File: src/rtl/logic_probe_pulse_gen.sv
// logic_probe_pulse_gen
// Bus-programmable pulse generator that drives the logic probe's self-test path.
// It produces bursts of pulses with programmable high time, low time and count,
// or a continuous train. It raises a level interrupt when a finite burst completes.
//
// Ports:
//   clk             system clock
//   nreset          synchronous, active-low reset
//   address[2:0]    register select
//   data_in[31:0]   write data
//   data_out[31:0]  registered read data, valid while data_ready is high
//   data_request    one-cycle bus access strobe
//   write           1 = write, 0 = read (qualifies data_request)
//   data_ready      access acknowledge, one cycle after data_request
//   interrupt       burst-complete flag, level
//   interrupt_clear clears interrupt (a coincident completion wins)
//   gen_out         generated waveform, registered
//
// Register map:
//   0 HIGH_TIME  RW    1 LOW_TIME  RW    2 BURST RW (0 = continuous)
//   3 CONTROL    W: bit0 start, bit1 stop, bit2 idle_level; R: idle_level in bit2
//   4 STATUS     R: bit0 busy, bit1 interrupt
//   5 PULSE_CNT  R: completed pulses (saturating)
//   6-7          read 0, writes ignored
//
// FSM states:
//   state | meaning
//   IDLE  | no run in progress, gen_out follows idle_level
//   HIGH  | high phase of a pulse, phase_cnt counts down to 0
//   LOW   | low phase of a pulse, the pulse is counted when phase_cnt reaches 0

module logic_probe_pulse_gen #(
    parameter int COUNTERS_WIDTH = 24
) (
    input  logic        clk,
    input  logic        nreset,
    input  logic [2:0]  address,
    input  logic [31:0] data_in,
    output logic [31:0] data_out,
    input  logic        data_request,
    input  logic        write,
    output logic        data_ready,
    output logic        interrupt,
    input  logic        interrupt_clear,
    output logic        gen_out
);

    localparam int W = COUNTERS_WIDTH;

    typedef enum logic [1:0] {
        IDLE = 2'd0,
        HIGH = 2'd1,
        LOW  = 2'd2
    } state_t;

    state_t         state, state_nx;
    logic [W-1:0]   high_time, low_time, burst;
    logic [W-1:0]   phase_cnt, phase_nx;
    logic [W-1:0]   pulse_cnt, pulse_nx;
    logic [W-1:0]   high_load, low_load, pulse_inc;
    logic           idle_level, idle_level_nx;
    logic           gen_nx, irq_nx;
    logic           wr_en, rd_en, ctrl_wr;
    logic           start, stop;
    logic           busy, burst_done;
    logic [31:0]    rd_mux;

    // Bus decode
    assign wr_en   = data_request & write;
    assign rd_en   = data_request & ~write;
    assign ctrl_wr = wr_en && (address == 3'd3);
    // stop wins over start when both are written together
    assign start   = ctrl_wr & data_in[0] & ~data_in[1];
    assign stop    = ctrl_wr & data_in[1];

    // gen_out is registered from the next state, so an idle_level write must be
    // visible in the same cycle it lands in the register.
    assign idle_level_nx = ctrl_wr ? data_in[2] : idle_level;

    generate
        if (W < 32) begin : g_unused_upper
            logic unused_data_in;
            assign unused_data_in = ^data_in[31:W];
        end
    endgenerate

    // Configuration registers
    always_ff @(posedge clk) begin
        if (!nreset) begin
            high_time  <= '0;
            low_time   <= '0;
            burst      <= '0;
            idle_level <= 1'b0;
        end else begin
            if (wr_en) begin
                case (address)
                    3'd0:    high_time <= data_in[W-1:0];
                    3'd1:    low_time  <= data_in[W-1:0];
                    3'd2:    burst     <= data_in[W-1:0];
                    default: ;
                endcase
            end
            idle_level <= idle_level_nx;
        end
    end

    // Read mux samples the pre-edge values, so a PULSE_CNT read coincident with
    // an increment returns the old count.
    always_comb begin
        rd_mux = '0;
        case (address)
            3'd0:    rd_mux = 32'(high_time);
            3'd1:    rd_mux = 32'(low_time);
            3'd2:    rd_mux = 32'(burst);
            3'd3:    rd_mux[2] = idle_level;
            3'd4:    begin
                         rd_mux[0] = busy;
                         rd_mux[1] = interrupt;
                     end
            3'd5:    rd_mux = 32'(pulse_cnt);
            default: rd_mux = '0;
        endcase
    end

    always_ff @(posedge clk) begin
        if (!nreset) begin
            data_ready <= 1'b0;
            data_out   <= '0;
        end else begin
            data_ready <= data_request;
            if (rd_en) begin
                data_out <= rd_mux;
            end
        end
    end

    // Phase reload values: a zero time register still gives a one-cycle phase
    assign high_load = (high_time == '0) ? '0 : high_time - W'(1);
    assign low_load  = (low_time == '0) ? '0 : low_time - W'(1);
    assign pulse_inc = (&pulse_cnt) ? pulse_cnt : pulse_cnt + W'(1);
    // BURST is compared live; >= lets a shrunken BURST end the run at the next LOW end
    assign burst_done = (burst != '0) && (pulse_inc >= burst);
    assign busy       = (state != IDLE);

    // FSM state register
    always_ff @(posedge clk) begin
        if (!nreset) begin
            state     <= IDLE;
            phase_cnt <= '0;
            pulse_cnt <= '0;
            gen_out   <= 1'b0;
            interrupt <= 1'b0;
        end else begin
            state     <= state_nx;
            phase_cnt <= phase_nx;
            pulse_cnt <= pulse_nx;
            gen_out   <= gen_nx;
            interrupt <= irq_nx;
        end
    end

    // FSM next state and outputs
    always_comb begin
        state_nx = state;
        phase_nx = phase_cnt;
        pulse_nx = pulse_cnt;
        irq_nx   = interrupt & ~interrupt_clear;

        case (state)
            IDLE: ;
            HIGH: begin
                if (phase_cnt == '0) begin
                    state_nx = LOW;
                    phase_nx = low_load;
                end else begin
                    phase_nx = phase_cnt - W'(1);
                end
            end
            LOW: begin
                if (phase_cnt == '0) begin
                    pulse_nx = pulse_inc;
                    if (burst_done) begin
                        state_nx = IDLE;
                        irq_nx   = 1'b1;
                    end else begin
                        state_nx = HIGH;
                        phase_nx = high_load;
                    end
                end else begin
                    phase_nx = phase_cnt - W'(1);
                end
            end
            default: state_nx = IDLE;
        endcase

        // Bus commands override the sequencing above
        if (stop) begin
            state_nx = IDLE;
            phase_nx = '0;
            pulse_nx = pulse_cnt;
            irq_nx   = interrupt & ~interrupt_clear;
        end else if (start) begin
            state_nx = HIGH;
            phase_nx = high_load;
            pulse_nx = '0;
            irq_nx   = 1'b0;
        end

        gen_nx = (state_nx == IDLE) ? idle_level_nx : (state_nx == HIGH);
    end

endmodule

File: config.mk
export PLATFORM = sky130hd
export DESIGN_NAME = logic_probe_pulse_gen
export DESIGN_NICKNAME = d
export VERILOG_FILES = /design/src/rtl/logic_probe_pulse_gen.sv
export SDC_FILE = /design/constraint.sdc
export NUM_CORES = 1
export LEC_CHECK = 0
export ABC_AREA = 1
export ABC_CLOCK_PERIOD_IN_PS = 5850
export BUFFER_PORTS_ARGS = -buffer_cell sky130_fd_sc_hd__buf_2
export CAP_MARGIN = 10
export CORE_MARGIN = 4
export CORE_UTILIZATION = 45
export CTS_BUF_LIST = sky130_fd_sc_hd__clkbuf_8
export DETAILED_ROUTE_END_ITERATION = 16
export PLACE_DENSITY_LB_ADDON = 0.25
export SLEW_MARGIN = 20
export SYNTH_ARGS = -nofsm -noshare
export SYNTH_HDL_FRONTEND = slang
export SYNTH_SLANG_ARGS = --single-unit
File: constraint.sdc
create_clock -name clk -period 5.85 [get_ports clk]
set_clock_uncertainty 0.15 [all_clocks]
set_input_delay 0.585 -clock clk [delete_from_list [all_inputs] [get_ports clk]]
set_output_delay 0.585 -clock clk [all_outputs]
set_load 0.02 [all_outputs]
# ---- Word level (Yosys, flattened, before mapping)
# Index checks and enable logic that the tools add are counted.
# W data, S select, Z words.
dict set report classes {
  order_cmp 1
  n_reduce_logical 20
  n_addsub 4
  n_bitwise 11
  n_eq_ne 9
  n_mux 27
}
# cell n
set ops {}
lappend ops {{$mux W24} 10}
lappend ops {{$pmux W21 S4} 1}
lappend ops {{$logic_not A24 Y1} 3}
lappend ops {{$sub A24 B1 Y24 const B} 3}
lappend ops {{$pmux W24 S2} 1}
lappend ops {{$add A24 B1 Y24 const B} 1}
lappend ops {{$ge A24 B24 Y1} 1}
lappend ops {{$reduce_and A24 Y1} 1}
lappend ops {{$reduce_bool A24 Y1} 1}
lappend ops {{$pmux W2 S5} 1}
lappend ops {{$mux W1} 8}
lappend ops {{$mux W2} 4}
lappend ops {{$reduce_and A2 Y1} 4}
lappend ops {{$and A1 B1 Y1} 6}
lappend ops {{$eq A3 B2 Y1 const B} 2}
lappend ops {{$eq A3 B3 Y1 const B} 2}
lappend ops {{$pmux W2 S3} 1}
lappend ops {{$reduce_bool A2 Y1} 3}
lappend ops {{$not A1 Y1} 5}
lappend ops {{$pmux W1 S5} 1}
lappend ops {{$eq A2 B1 Y1 const B} 2}
lappend ops {{$logic_not A2 Y1} 2}
lappend ops {{$ne A4 B4 Y1 const B} 1}
lappend ops {{$eq A3 B1 Y1 const B} 1}
lappend ops {{other kinds (6)} 7}
dict set report word_totals {
  out_inout_bits 35
  inputBits 40
  wordCells 83
  regBits 158
}

# ---- Longest topological paths before layout
# Gate-level depths: netlist of run 1.
dict set report logic_depth {
  ltp_word 11
  ltp_mapped 26
  mapped_depth_nobuf 25
}

# ---- Least setup slack after synthesis of run 1
# OpenSTA, ideal clock, no wires.
dict set report synth_timing {
  path_type {register to register}
  startpoint {register pulse_cnt[0]}
  endpoint {register phase_cnt[3]}
  t_required_ps 5585
  setup_ps 115
  path_buffers 1
  path_stages_with_launch 26
  arrival_time_ps 2934
  setup_slack_ps 2652
  synth_period_minus_slack_ps 3198
  cell_sequence {dfxtp_1 > ha_1 > nand2_1 > nor2_2 > nand2_1 > nor2_2 > nand4_1 > nor2_1 > nand3_1 > nand2_1 > nand2_1 > ha_1 > nand2_1 > nor2_1 > nand2_1 > nor2_1 > nand2_1 > nor2_1 > nand2_1 > nand2_1 > nand3_4 > nand2_4 > inv_4 > buf_6 > o21ai_1 > nor2_1}
}
dict set report synth_via {
  elab_chain_len 6
  elab_cells_between_ends 7
  cone_classes {add/sub (1); order compare (1); eq/ne (1); mux (1); reduce/logical (3)}
}
# item line
set synth_lines {}
lappend synth_lines {{start: declaration} 59} ;# logic [W-1:0] pulse_cnt, pulse_nx;
lappend synth_lines {{start signal: assignment} 156} ;# pulse_cnt <= pulse_nx;
lappend synth_lines {{$add A24 B1 Y24 or $reduce_and A24 Y1 (tied branches)} 140} ;# assign pulse_inc = (&pulse_cnt) ? pulse_cnt : pulse_cnt + W'(1);
lappend synth_lines {{$mux W24 (*)} 140}
lappend synth_lines {{$ge A24 B24 Y1 (*)} 142} ;# assign burst_done = (burst != '0) && (pulse_inc >= burst);
lappend synth_lines {{$logic_and A1 B1 Y1 (*)} 142}
lappend synth_lines {{$ne A4 B4 Y1 (no line) (*)} n/a}
lappend synth_lines {{$reduce_and A2 Y1 (no line) (*)} n/a}
lappend synth_lines {{end signal: assignment} 155} ;# phase_cnt <= phase_nx;
lappend synth_lines {{end: declaration} 58} ;# logic [W-1:0] phase_cnt, phase_nx;
# Every way passes the cells marked *; elsewhere a longest branch is shown, timed or not.
# A chain may end at the register's enable or synchronous reset.

# ---- Worst setup path in the final report of run 1
dict set report layout_timing {
  startpoint {register pulse_cnt[0]}
  endpoint {register phase_cnt[5]}
}
# The elaborated chain is that of the path after synthesis.

==> results.txt, run 1 <==
status: finished clean
# rows: 52
CP max-delay cell: dfxtp_1
H-tree depth: 4
# fillers: 2137
Overflow after GRT: 0
clock tree buffer depth: 2
Max Fclk: 236 MHz
Peak VDD IR: 0.157 mV
CP required: 6.05 ns
Post-CTS Setup Inserts: 0
Clk Latency, worst-skew pair: 0.46 ns
Slew Limit Fails: 0
first-pass GRT wire length: 45.2 mm
vias in the first global route: 8857
P_leak: 4.64 nW
Chip Width: 153 um
overall die height: 153 um
Nets: 1565
Yosys cell types: 41
register bit total from synthesis: 150
layout cells sized above 1: 8.87%
Top delay family on crit path: simple AND/OR/NAND/NOR gates
total number of vias: 9542
DRC: 0
actual slew at the worst max-slew pin: 1.10 ns
RSZ-0062 raised after global routing: false
core area: 0.0205 mm^2
Synth Area per Inst: 6.45 um^2
ANT nets after route: 0
crit path DAT: 4.44 ns
reg2reg path depth: 23
largest family of logic cells by synthesized area: simple AND/OR/NAND/NOR gates
Initial Utilization: 46.3%
# hold bufs at CTS: 0
commonest non-fill, non-tap cells in the layout: nand2_1, nor2_1, inv_1
cts repair resizes: 0
CP dominant cell by count: nand2_1
Initial DRC Count: 731
Tcrit/Tclk final: 72.5%
global placement routability congestion: 0.929
Synth Area in Simple Gates: 29.9%
crit path capture type: flip-flop
Syn. warnings: 0
commonest non-fill, non-tap cell in the layout: nand2_1
Critical R2R Launch: pulse_cnt[0]
Register-to-Register Setup Slack: 1.61 ns
element type at the critical path start: flip-flop
Area growth syn-to-layout: 8.17%
Final Hold Vio Count: 0
area of the multi-input gates: 0.00556 mm^2
WS Path Type: reg -> reg
mux contribution to synthesized area: 0.105%
post-layout minimum cycle time: 4.24 ns
metal2 WL: 13.1 mm
DIE AREA: 0.0235 mm^2
Crit Path Max Fanout: 30
Fin Setup TNS: 0 ns
Port Buf Inserts: 58
cell count after synthesis: 1473
Post-Synth Adder-Cell Area: 3.69%
cell area power density: 237 mW/mm^2
met3 wire length: 1.51 mm
drt wl/cell: 15.8 um
CTS Buf Count: 17
CP bufs+invs: 2
RR Endpoint: phase_cnt[5]
CTS tree: done
All-Layer GR Usage: 23.5%
root buf cell: clkbuf_8
Synth Area in XOR/XNOR: 5.44%
tightest hold margin: 0.189 ns
Seq/Total Area, Yosys: 31.6%
post-synthesis compound-gate area fraction: 19.0%
via/cell ratio: 5.36
initial antenna violation count: 0
I/O Pins: 75
TritonCTS sink count: 150
CP Cell Sequence: ha_1 -> nand2_1 -> nor2_2 -> nand2_1 -> nor2_2 -> nand4_1 -> nor2_1 -> xor2_1 -> ha_1 -> nand2_1 -> nor2_1 -> nand2_1 -> inv_1 -> nand2_1 -> nand3_1 -> nor2_1 -> nand2_1 -> nand3_4 -> nand2_4 -> inv_4 -> nand2_1 -> nor2_1 -> nor2_1
Final setup viols: 0
Mapped Area: 0.00950 mm^2
Worst Hold Launch: data_request
Hold Path Class: in -> reg
Clk pin slew, worst setup/hold paths: 0.10 ns
Worst path max stage delay: 0.47 ns
Crit. path cell count: 23
Metal-1 WL: 12.7 mm
fin util: 50.1%
register area: 0.00300 mm^2
Cells on Worst Hold Path: 3
DRT Pass-1 Iters: 9
max_slew headroom: 26.8%
final WL: 28.1 mm
Ant. Diodes: 0
MaxCap Viol Count: 0
Top Layer Used: met4
largest net degree at the start of global routing: 76
Worst Hold End: data_ready
DP HPWL: 21.7 mm
[logic make-up (layout without fill, tap and decap cells)]
logic type               after synthesis  in the layout
AO/OA/AOI/OAI                        343            343
XOR/XNOR                              59             59
adder cells (fa/ha/maj)               28             28
buffers and inverters                231            261
flip-flops                           150            150
multiplexers                           1              1
other                                  1              8
AND/OR/NAND/NOR                      660            660
[tightest hold or removal path, stage by stage]
cell,delay (ns)
buf_2,0.10
nand2_1,0.04
inv_1,0.04
[sequential cells by signal, indices dropped and copies added (netlist names), 2 cells and up]
signal	cells
high_time	24
burst	24
low_time	24
phase_cnt	24
state	2
data_out	24
pulse_cnt	24
[synthesized netlist by cell type]
cell / n / area share, %
a21oi_1: 142 / 7.5
a22oi_1: 5 / 0.40
buf_2: 9 / 0.47
buf_4: 9 / 0.71
buf_6: 6 / 0.71
clkbuf_1: 41 / 1.6
clkinv_4: 1 / 0.092
conb_1: 1 / 0.039
dfxtp_1: 150 / 32
ha_1: 28 / 3.7
inv_1: 157 / 6.2
inv_2: 6 / 0.24
inv_4: 2 / 0.13
mux2i_1: 1 / 0.11
nand2_1: 312 / 12
nand2_2: 5 / 0.33
nand2_4: 1 / 0.12
nand3_1: 79 / 4.2
nand3_2: 1 / 0.11
nand3_4: 2 / 0.37
nand3b_1: 3 / 0.24
nand4_1: 22 / 1.4
nand4_4: 1 / 0.22
nor2_1: 193 / 7.6
nor2_2: 7 / 0.46
nor2_4: 4 / 0.47
nor3_1: 21 / 1.1
nor3_2: 2 / 0.21
nor3_4: 2 / 0.34
nor3b_2: 1 / 0.13
nor4_1: 4 / 0.26
o211ai_1: 1 / 0.079
o21a_1: 1 / 0.079
o21ai_0: 121 / 6.4
o21ai_1: 26 / 1.4
o21ai_2: 3 / 0.28
o221ai_1: 1 / 0.092
o22ai_1: 42 / 2.8
o31ai_1: 1 / 0.079
xnor2_1: 6 / 0.55
xor2_1: 53 / 4.9
[stage by stage]
step | instances | cell area (um^2) | worst slack [ns] | total power [mW]
after floorplan | 1480 | 9530 | 2.65 | 1.47
after global placement | 1748 | 9860 | 1.82 | 1.59
after detailed placement | 1748 | 9860 | 1.77 | 1.60
after CTS | 1780 | 10300 | 1.73 | 2.45
after global routing | 1780 | 10300 | 1.35 | 2.56
final | 1780 | 10300 | 1.61 | 2.44
[area by class of cell]
class / instances / share of cell area [%]
clock buffers: 20 / 2.68
flip-flops and latches: 150 / 29.2
repair buffers: 63 / 3.19
multi-input cells: 1099 / 54.1
well taps: 270 / 3.29
inverters: 166 / 6.16
clock inverters: 12 / 1.39
[per-layer routing]
metal / global-route usage, % / up-vias
met5: 0 / -
met4: 7.42 / 0
met3: 3.93 / 48
met2: 38.9 / 276
met1: 31.4 / 4356
li1: - / 4862
[power by group]
part	switching [mW]	leakage [nW]	total (mW)	internal, mW
clock	0.434	0.210	0.856	0.422
sequential	0.0131	1.21	1.05	1.04
combinational	0.363	3.21	0.534	0.170
[how the worst max path moves through the flow]
stage | startpoint | to | slack, ns
3_5_place_dp | pulse_cnt[0] | phase_cnt[0] | 1.77
3_3_place_gp | pulse_cnt[0] | phase_cnt[6] | 1.82
2_1_floorplan | pulse_cnt[0] | phase_cnt[3] | 2.65
5_1_grt | pulse_cnt[0] | phase_cnt[6] | 1.35
4_1_cts | pulse_cnt[0] | phase_cnt[0] | 1.73
6_report | pulse_cnt[0] | phase_cnt[5] | 1.61
(Power assumes the default switching activity.)
==> inputs of run 2 (changes only) <==
--- a/config.mk
+++ b/config.mk
@@ -6,7 +6,7 @@
 export NUM_CORES = 1
 export LEC_CHECK = 0
 export ABC_AREA = 1
-export ABC_CLOCK_PERIOD_IN_PS = 5850
+export ABC_CLOCK_PERIOD_IN_PS = 3600
 export BUFFER_PORTS_ARGS = -buffer_cell sky130_fd_sc_hd__buf_2
 export CAP_MARGIN = 10
 export CORE_MARGIN = 4
==> constraint.sdc (replaced) <==
create_clock -name clk -period 3.6 [get_ports clk]
set_clock_uncertainty 0.15 [all_clocks]
set_input_delay 0.36 -clock clk [delete_from_list [all_inputs] [get_ports clk]]
set_output_delay 0.36 -clock clk [all_outputs]
set_load 0.02 [all_outputs]
==> results.txt, run 2 (synthesis gave the netlist of run 1 again) <==
final WL: 29.9 mm (+6.4%)
Clk pin slew, worst setup/hold paths: 0.10 ns (about the same)
max_slew headroom: 34.0% (+7.2 points)
Pwr Total: 4.07 mW (+67%)
CP required: 3.82 ns (-2.23 ns)
Area growth syn-to-layout: 14.8%
post-layout minimum cycle time: 3.46 ns (-0.777 ns)
Slew Limit Fails: 0 (unchanged)
DP HPWL: 22.7 mm (+4.3%)
Nets: 1618 (+3.4%)
Final Hold Vio Count: 0 (unchanged)
global placement routability congestion: 0.956 (+2.9%)
DIE AREA: 0.0235 mm^2 (unchanged)
first-pass GRT wire length: 46.8 mm (+3.7%)
clock tree buffer depth: 2 (unchanged)
DP Cell Count: 1793 (+2.6%)
via/cell ratio: 5.38 (+0.44%)
DRT Pass-1 Iters: 5 (-4)
WS Path Type: reg -> reg
Final setup viols: 0 (unchanged)
Overflow after GRT: 0 (unchanged)
# rows: 52 (unchanged)
Max Fclk: 289 MHz (+22%)
Initial Utilization: 46.3% (unchanged)
layout cells sized above 1: 14.1% (+5.2 points)
Port Buf Inserts: 58 (unchanged)
crit path capture type: flip-flop
final cell count without fillers: 1833 (+3.0%)
DRC: 0 (unchanged)
Initial DRC Count: 837 (+15%)
Chip Width: 153 um (unchanged)
root buf cell: clkbuf_8
CTS Buf Count: 17 (unchanged)
ANT nets after route: 0 (unchanged)
MaxCap Viol Count: 0 (unchanged)
fin util: 53.2% (+3.1 points)
I/O Pins: 75 (unchanged)
drt wl/cell: 16.3 um (+3.3%)
Crit Path Max Fanout: 7 (-77%)
crit path DAT: 3.68 ns (-0.76 ns)
Hold Path Class: in -> reg
All-Layer GR Usage: 24.4% (+0.88 points)
largest net degree at the start of global routing: 70 (-7.9%)
H-tree depth: 4 (unchanged)
CTS tree: done
commonest non-fill, non-tap cell in the layout: nand2_1
status: finished clean
# fillers: 2065 (-3.4%)
register area: 0.00301 mm^2 (+0.25%)
vias in the first global route: 9152 (+3.3%)
Peak VDD IR: 0.217 mV (+38%)
area of the multi-input gates: 0.00571 mm^2 (+2.8%)
overall die height: 153 um (unchanged)
Ant. Diodes: 0 (unchanged)
Tcrit/Tclk final: 96.2% (+24 points)
actual slew at the worst max-slew pin: 0.984 ns (-0.114 ns)
P_leak: 4.95 nW (+6.8%)
commonest non-fill, non-tap cells in the layout: nand2_1, nor2_1, inv_1
element type at the critical path start: flip-flop
core area: 0.0205 mm^2 (unchanged)
total number of vias: 9869 (+3.4%)
cell area power density: 373 mW/mm^2 (+57%)
Clk Latency, worst-skew pair: 0.48 ns (+0.02 ns)
initial antenna violation count: 0 (unchanged)
TritonCTS sink count: 150 (unchanged)
==> run 2: cell types whose count changed in the layout (fill, tap and decap cells not counted), moves of 5 or more <==
cell / change
buf_4: +47
nand2_1: -9
o21ai_1: -8
o21ai_2: +8
nand2_2: +7
nor2_1: -7
nor3_1: -5
nor3_2: +5
==> run 2: worst paths after layout <==
check                  endpoint    startpoint  depth (start not counted)  slack, ns
hold / removal         burst[0]    data_in[0]                          3       0.05
setup reg to reg  phase_cnt[16]  pulse_cnt[1]                         22       0.14
hold reg to reg    data_out[21]  data_out[21]                          2       0.31
setup / recovery  phase_cnt[16]  pulse_cnt[1]                         22       0.14
==> run 2: layout make-up <==
class	instances	share of cell area, %
Clock buffer	18	2.27
Inverter	166	5.90
Sequential cell	150	27.6
Timing Repair inverter	2	0.184
Clock inverter	14	1.72
Multi-Input combinational cell	1099	52.4
Tap cell	270	3.10
Timing Repair Buffer	114	6.84
==> run 2: repair_timing <==
action | CTS | global route
hold endpoints to repair | 2 | 0
pin swaps | 0 | 18
cloned | 0 | 3
resized for setup | 0 | 51
hold buffers | 2 | 0
buffers inserted | 0 | 3
setup endpoints to repair | 7 | 27
==> run 2: metrics by stage <==
step / hold slack [ns] / TNS (ns) / instance area (um^2) / setup WS, ns
5_1_grt: 0.0339 / -0.625 / 10900 / -0.0736
2_1_floorplan: 0.303 / 0 / 9530 / 0.402
3_3_place_gp: 0.301 / 0 / 10200 / 0.0995
6_report: 0.0487 / 0 / 10900 / 0.138
3_5_place_dp: 0.304 / 0 / 10200 / 0.0341
4_1_cts: 0.0277 / -0.0236 / 10700 / -0.00817
==> run 2: critical path, stage by stage (launching register included) <==
cell       delay, ns
dfxtp_4         0.38
ha_4            0.15
nand2_4         0.06
nor2_4          0.14
nand2_2         0.08
nor2_4          0.13
nand4_1         0.19
nor2_2          0.22
xor2_1          0.25
ha_1            0.27
nand2_1         0.09
nor2_2          0.05
nand2_2         0.10
inv_1           0.05
nand2_1         0.05
nand3_1         0.11
nor2_2          0.19
nand2_4         0.10
nand3_4         0.10
nand2_8         0.12
clkbuf_16       0.20
nor2_1          0.13
nor2_1          0.06
==> run 2: routing by layer <==
metal  routed length (um)  vias up  track usage [%]
li1                     -     4987                -
met1                13200     4523             32.7
met2                14100      292             39.5
met3                 1640       67             4.35
met4                  919        0             8.70
met5                    0        -                0
==> run 2: power by group <==
group          internal (mW)  switching (mW)
Clock                  0.723           0.736
Sequential              1.68          0.0224
Combinational          0.294           0.612
Total                   2.70            1.37
==> inputs of run 3 (changes only) <==
--- a/config.mk
+++ b/config.mk
@@ -5,7 +5,6 @@
 export SDC_FILE = /design/constraint.sdc
 export NUM_CORES = 1
 export LEC_CHECK = 0
-export ABC_AREA = 1
 export ABC_CLOCK_PERIOD_IN_PS = 3600
 export BUFFER_PORTS_ARGS = -buffer_cell sky130_fd_sc_hd__buf_2
 export CAP_MARGIN = 10
==> results.txt, run 3 <==
root buf cell: clkbuf_8
largest family of logic cells by synthesized area: simple AND/OR/NAND/NOR gates
Syn. warnings: 0 (unchanged)
Worst Hold Launch: data_in[5]
WS Path Type: reg -> reg
clock tree buffer depth: 2 (unchanged)
mux contribution to synthesized area: 0.950% (+0.84 points)
most frequent cells after synthesis: nand2_1, a21oi_1, dfxtp_1, nor2_1, clkbuf_1
total number of vias: 8937 (-9.4%)
I/O Pins: 75 (unchanged)
register bit total from synthesis: 150 (unchanged)
actual slew at the worst max-slew pin: 0.974 ns (-0.0104 ns)
max_slew headroom: 35.1% (+1.1 points)
core area: 0.0190 mm^2 (-7.2%)
H-tree depth: 4 (unchanged)
first-pass GRT wire length: 43.8 mm (-6.5%)
RSZ-0062 raised after global routing: true
crit path DAT: 4.26 ns (+0.58 ns)
# fillers: 1822 (-12%)
Peak VDD IR: 0.242 mV (+12%)
design area: 0.0107 mm^2 (-1.7%)
final cell count without fillers: 1574 (-14%)
All-Layer GR Usage: 24.8% (+0.42 points)
most frequent cell after synthesis: nand2_1
Register-to-Register Setup Slack: -0.40 ns (-0.54 ns)
Ant. Diodes: 0 (unchanged)
commonest non-fill, non-tap cell in the layout: nand2_1
Crit Path Max Fanout: 5 (-2)
Chip Width: 148 um (-3.4%)
global placement routability congestion: 0.900 (-5.9%)
CP bufs+invs: 3 (+1)
CP Cell Sequence: and4_1 -> and4_4 -> and4_4 -> buf_12 -> nor4_4 -> or3b_4 -> xnor2_2 -> ha_1 -> a21oi_1 -> o21ai_1 -> a221oi_2 -> o211ai_1 -> o211ai_4 -> buf_6 -> a211oi_4 -> buf_6 -> a211o_1 -> a21oi_2
DP HPWL: 20.2 mm (-11%)
largest area contributor in the netlist: dfxtp_1
largest net degree at the start of global routing: 46 (-34%)
Worst Hold End: high_time[5]
ANT nets after route: 0 (unchanged)
Seq/Total Area, Yosys: 34.0% (+2.4 points)
Post-synth EDFFs: 0 (unchanged)
final WL: 27.6 mm (-7.5%)
area post-placement: 0.00980 mm^2 (-3.8%)
drt wl/cell: 17.6 um (+7.8%)
post-layout minimum cycle time: 4.00 ns (+0.537 ns)
CP required: 3.86 ns (+0.04 ns)
cell area power density: 352 mW/mm^2 (-5.8%)
Synth Area in XOR/XNOR: 7.44% (+2.0 points)
Synth Area in Simple Gates: 26.6% (-3.3 points)
Area growth syn-to-layout: 21.4%
DIE AREA: 0.0219 mm^2 (-6.7%)
Max Fclk: 250 MHz (-13%)
CTS tree: done
MaxCap Viol Count: 0 (unchanged)
DRT Pass-1 Iters: 6 (+1)
Yosys cell types: 65 (+59%)
# rows: 50 (-3.8%)
DRC: 0 (unchanged)
Top delay family on crit path: compound AO/OA/AOI/OAI gates
CTS Buf Count: 17 (unchanged)
Worst path max stage delay: 0.43 ns (+0.05 ns)
top-area cell type share of the netlist area: 34.0% (+2.4 points)
reg2reg path depth: 18 (-18%)
TritonCTS sink count: 150 (unchanged)
Synth Area per Inst: 7.39 um^2 (+15%)
vias in the first global route: 8306 (-9.2%)
register area: 0.00301 mm^2 (unchanged)
crit path capture type: flip-flop
Critical R2R Launch: pulse_cnt[16]
Tcrit/Tclk final: 111% (+15 points)
RR Endpoint: phase_cnt[22]
Port Buf Inserts: 58 (unchanged)
overall die height: 148 um (-3.4%)
Hold Path Class: in -> reg
commonest non-fill, non-tap cells in the layout: nand2_1, a21oi_1, dfxtp_1
area of the multi-input gates: 0.00561 mm^2 (-1.8%)
Final WS setup: -0.400 ns (-0.537 ns)
fin util: 56.3% (+3.1 points)
Post-Synth Adder-Cell Area: 3.97% (+0.28 points)
post-synthesis compound-gate area fraction: 21.2% (+2.2 points)
Synth area leaders: dfxtp_1, a21oi_1, nand2_1
Cells on Worst Hold Path: 3 (unchanged)
P_leak: 4.20 nW (-15%)
Clk pin slew, worst setup/hold paths: 0.09 ns (about the same)
via/cell ratio: 5.68 (+5.5%)
DP Cell Count: 1517 (-15%)
initial antenna violation count: 0 (unchanged)
Nets: 1370 (-15%)
status: finished with violations
Clk Latency, worst-skew pair: 0.46 ns (-0.02 ns)
Slew Limit Fails: 0 (unchanged)
ys flop type: dfxtp_1
Initial Utilization: 46.4% (+0.052 points)
Final setup viols: 27 (+27)
violated checks: negative setup slack
Final Hold Vio Count: 0 (unchanged)
CP max-delay cell: or3b_4
cell count after synthesis: 1194 (-19%)
Overflow after GRT: 0 (unchanged)
tightest hold margin: 0.0220 ns (-0.0267 ns)
Mapped Area: 0.00882 mm^2 (-7.1%)
async set or reset register ratio after synthesis: 0% (unchanged)
layout cells sized above 1: 20.6% (+6.5 points)
Initial DRC Count: 766 (-8.5%)
element type at the critical path start: flip-flop
## run 3: cell types whose count changed after synthesis, sizes merged, moves of 43 or more
| cell | before | now |
|---|---|---|
| inv | 165 | 35 |
| nand2 | 318 | 227 |
| nand3 | 82 | 34 |
| nor2 | 204 | 89 |
| o21ai | 150 | 42 |
| xnor2 | 6 | 49 |
## run 3: what timing repair did
action                     4_1_cts  5_1_grt
hold endpoints to repair         4        0
setup endpoints to repair       27       27
resized for setup               37       36
pin swaps                       39       31
buffers inserted                11       13
hold buffers                     2        0
gates cloned                     2        1
## run 3: cells by family after synthesis
logic type	Yosys count
mux	7
buf+inv	119
compound gates	313
fa+ha+maj	28
simple gates	501
flops	150
other cells	1
xor+xnor	75
## run 3: worst reg2reg max path, delay by kind of cell, from the launching register on
family                     cells  cell delay [ns]
DFF                            1             0.32
adders and majority gates      1             0.29
AOI/OAI and AO/OA              8             1.39
buffers and inverters          3             0.44
xor gates and xnor gates       1             0.15
and+or+nand+nor                5             1.21
## run 3: layout make-up
cell class	instances	area share, %
well taps	260	3.04
clock buffers	23	2.96
repair buffers	165	11.2
flip-flops and latches	150	28.1
inverters	36	1.27
multi-input cells	932	52.3
clock inverters	8	1.12
## run 3: report_power, final
group | leakage (nW) | internal, mW | switching (mW)
clock | 0.225 | 0.790 | 0.649
combinational | 2.76 | 0.234 | 0.399
sequential | 1.21 | 1.67 | 0.0214
total | 4.20 | 2.70 | 1.07
## run 3: layer usage
metal | share of wire, % | GRT usage, % | vias to the layer above | wire length, um
met3 | 5.7 | 3.86 | 50 | 1580
met4 | 2.0 | 7.11 | 0 | 564
met1 | 44 | 33.3 | 4228 | 12200
met5 | 0 | 0 | - | 0
met2 | 48 | 41.4 | 267 | 13300
li1 | - | - | 4392 | -
## run 3: worst max path at each step
stage / from / end / slack (ns) / cells after the start
global route: pulse_cnt[7] / phase_cnt[22] / -0.61 / 19
global placement: pulse_cnt[19] / phase_cnt[2] / -0.32 / 16
CTS: pulse_cnt[7] / phase_cnt[22] / -0.27 / 19
finish: pulse_cnt[16] / phase_cnt[22] / -0.40 / 18
detailed placement: pulse_cnt[18] / phase_cnt[2] / -0.36 / 16
floorplan: pulse_cnt[6] / phase_cnt[4] / -0.20 / 18
## run 3: stage by stage
stage / power, mW / setup TNS [ns] / worst slack (ns)
2_1_floorplan: 2.16 / -4.03 / -0.197
3_3_place_gp: 2.31 / -6.95 / -0.325
3_5_place_dp: 2.31 / -8.02 / -0.364
4_1_cts: 3.74 / -6.47 / -0.272
5_1_grt: 3.91 / -15.19 / -0.609
6_report: 3.77 / -9.29 / -0.400
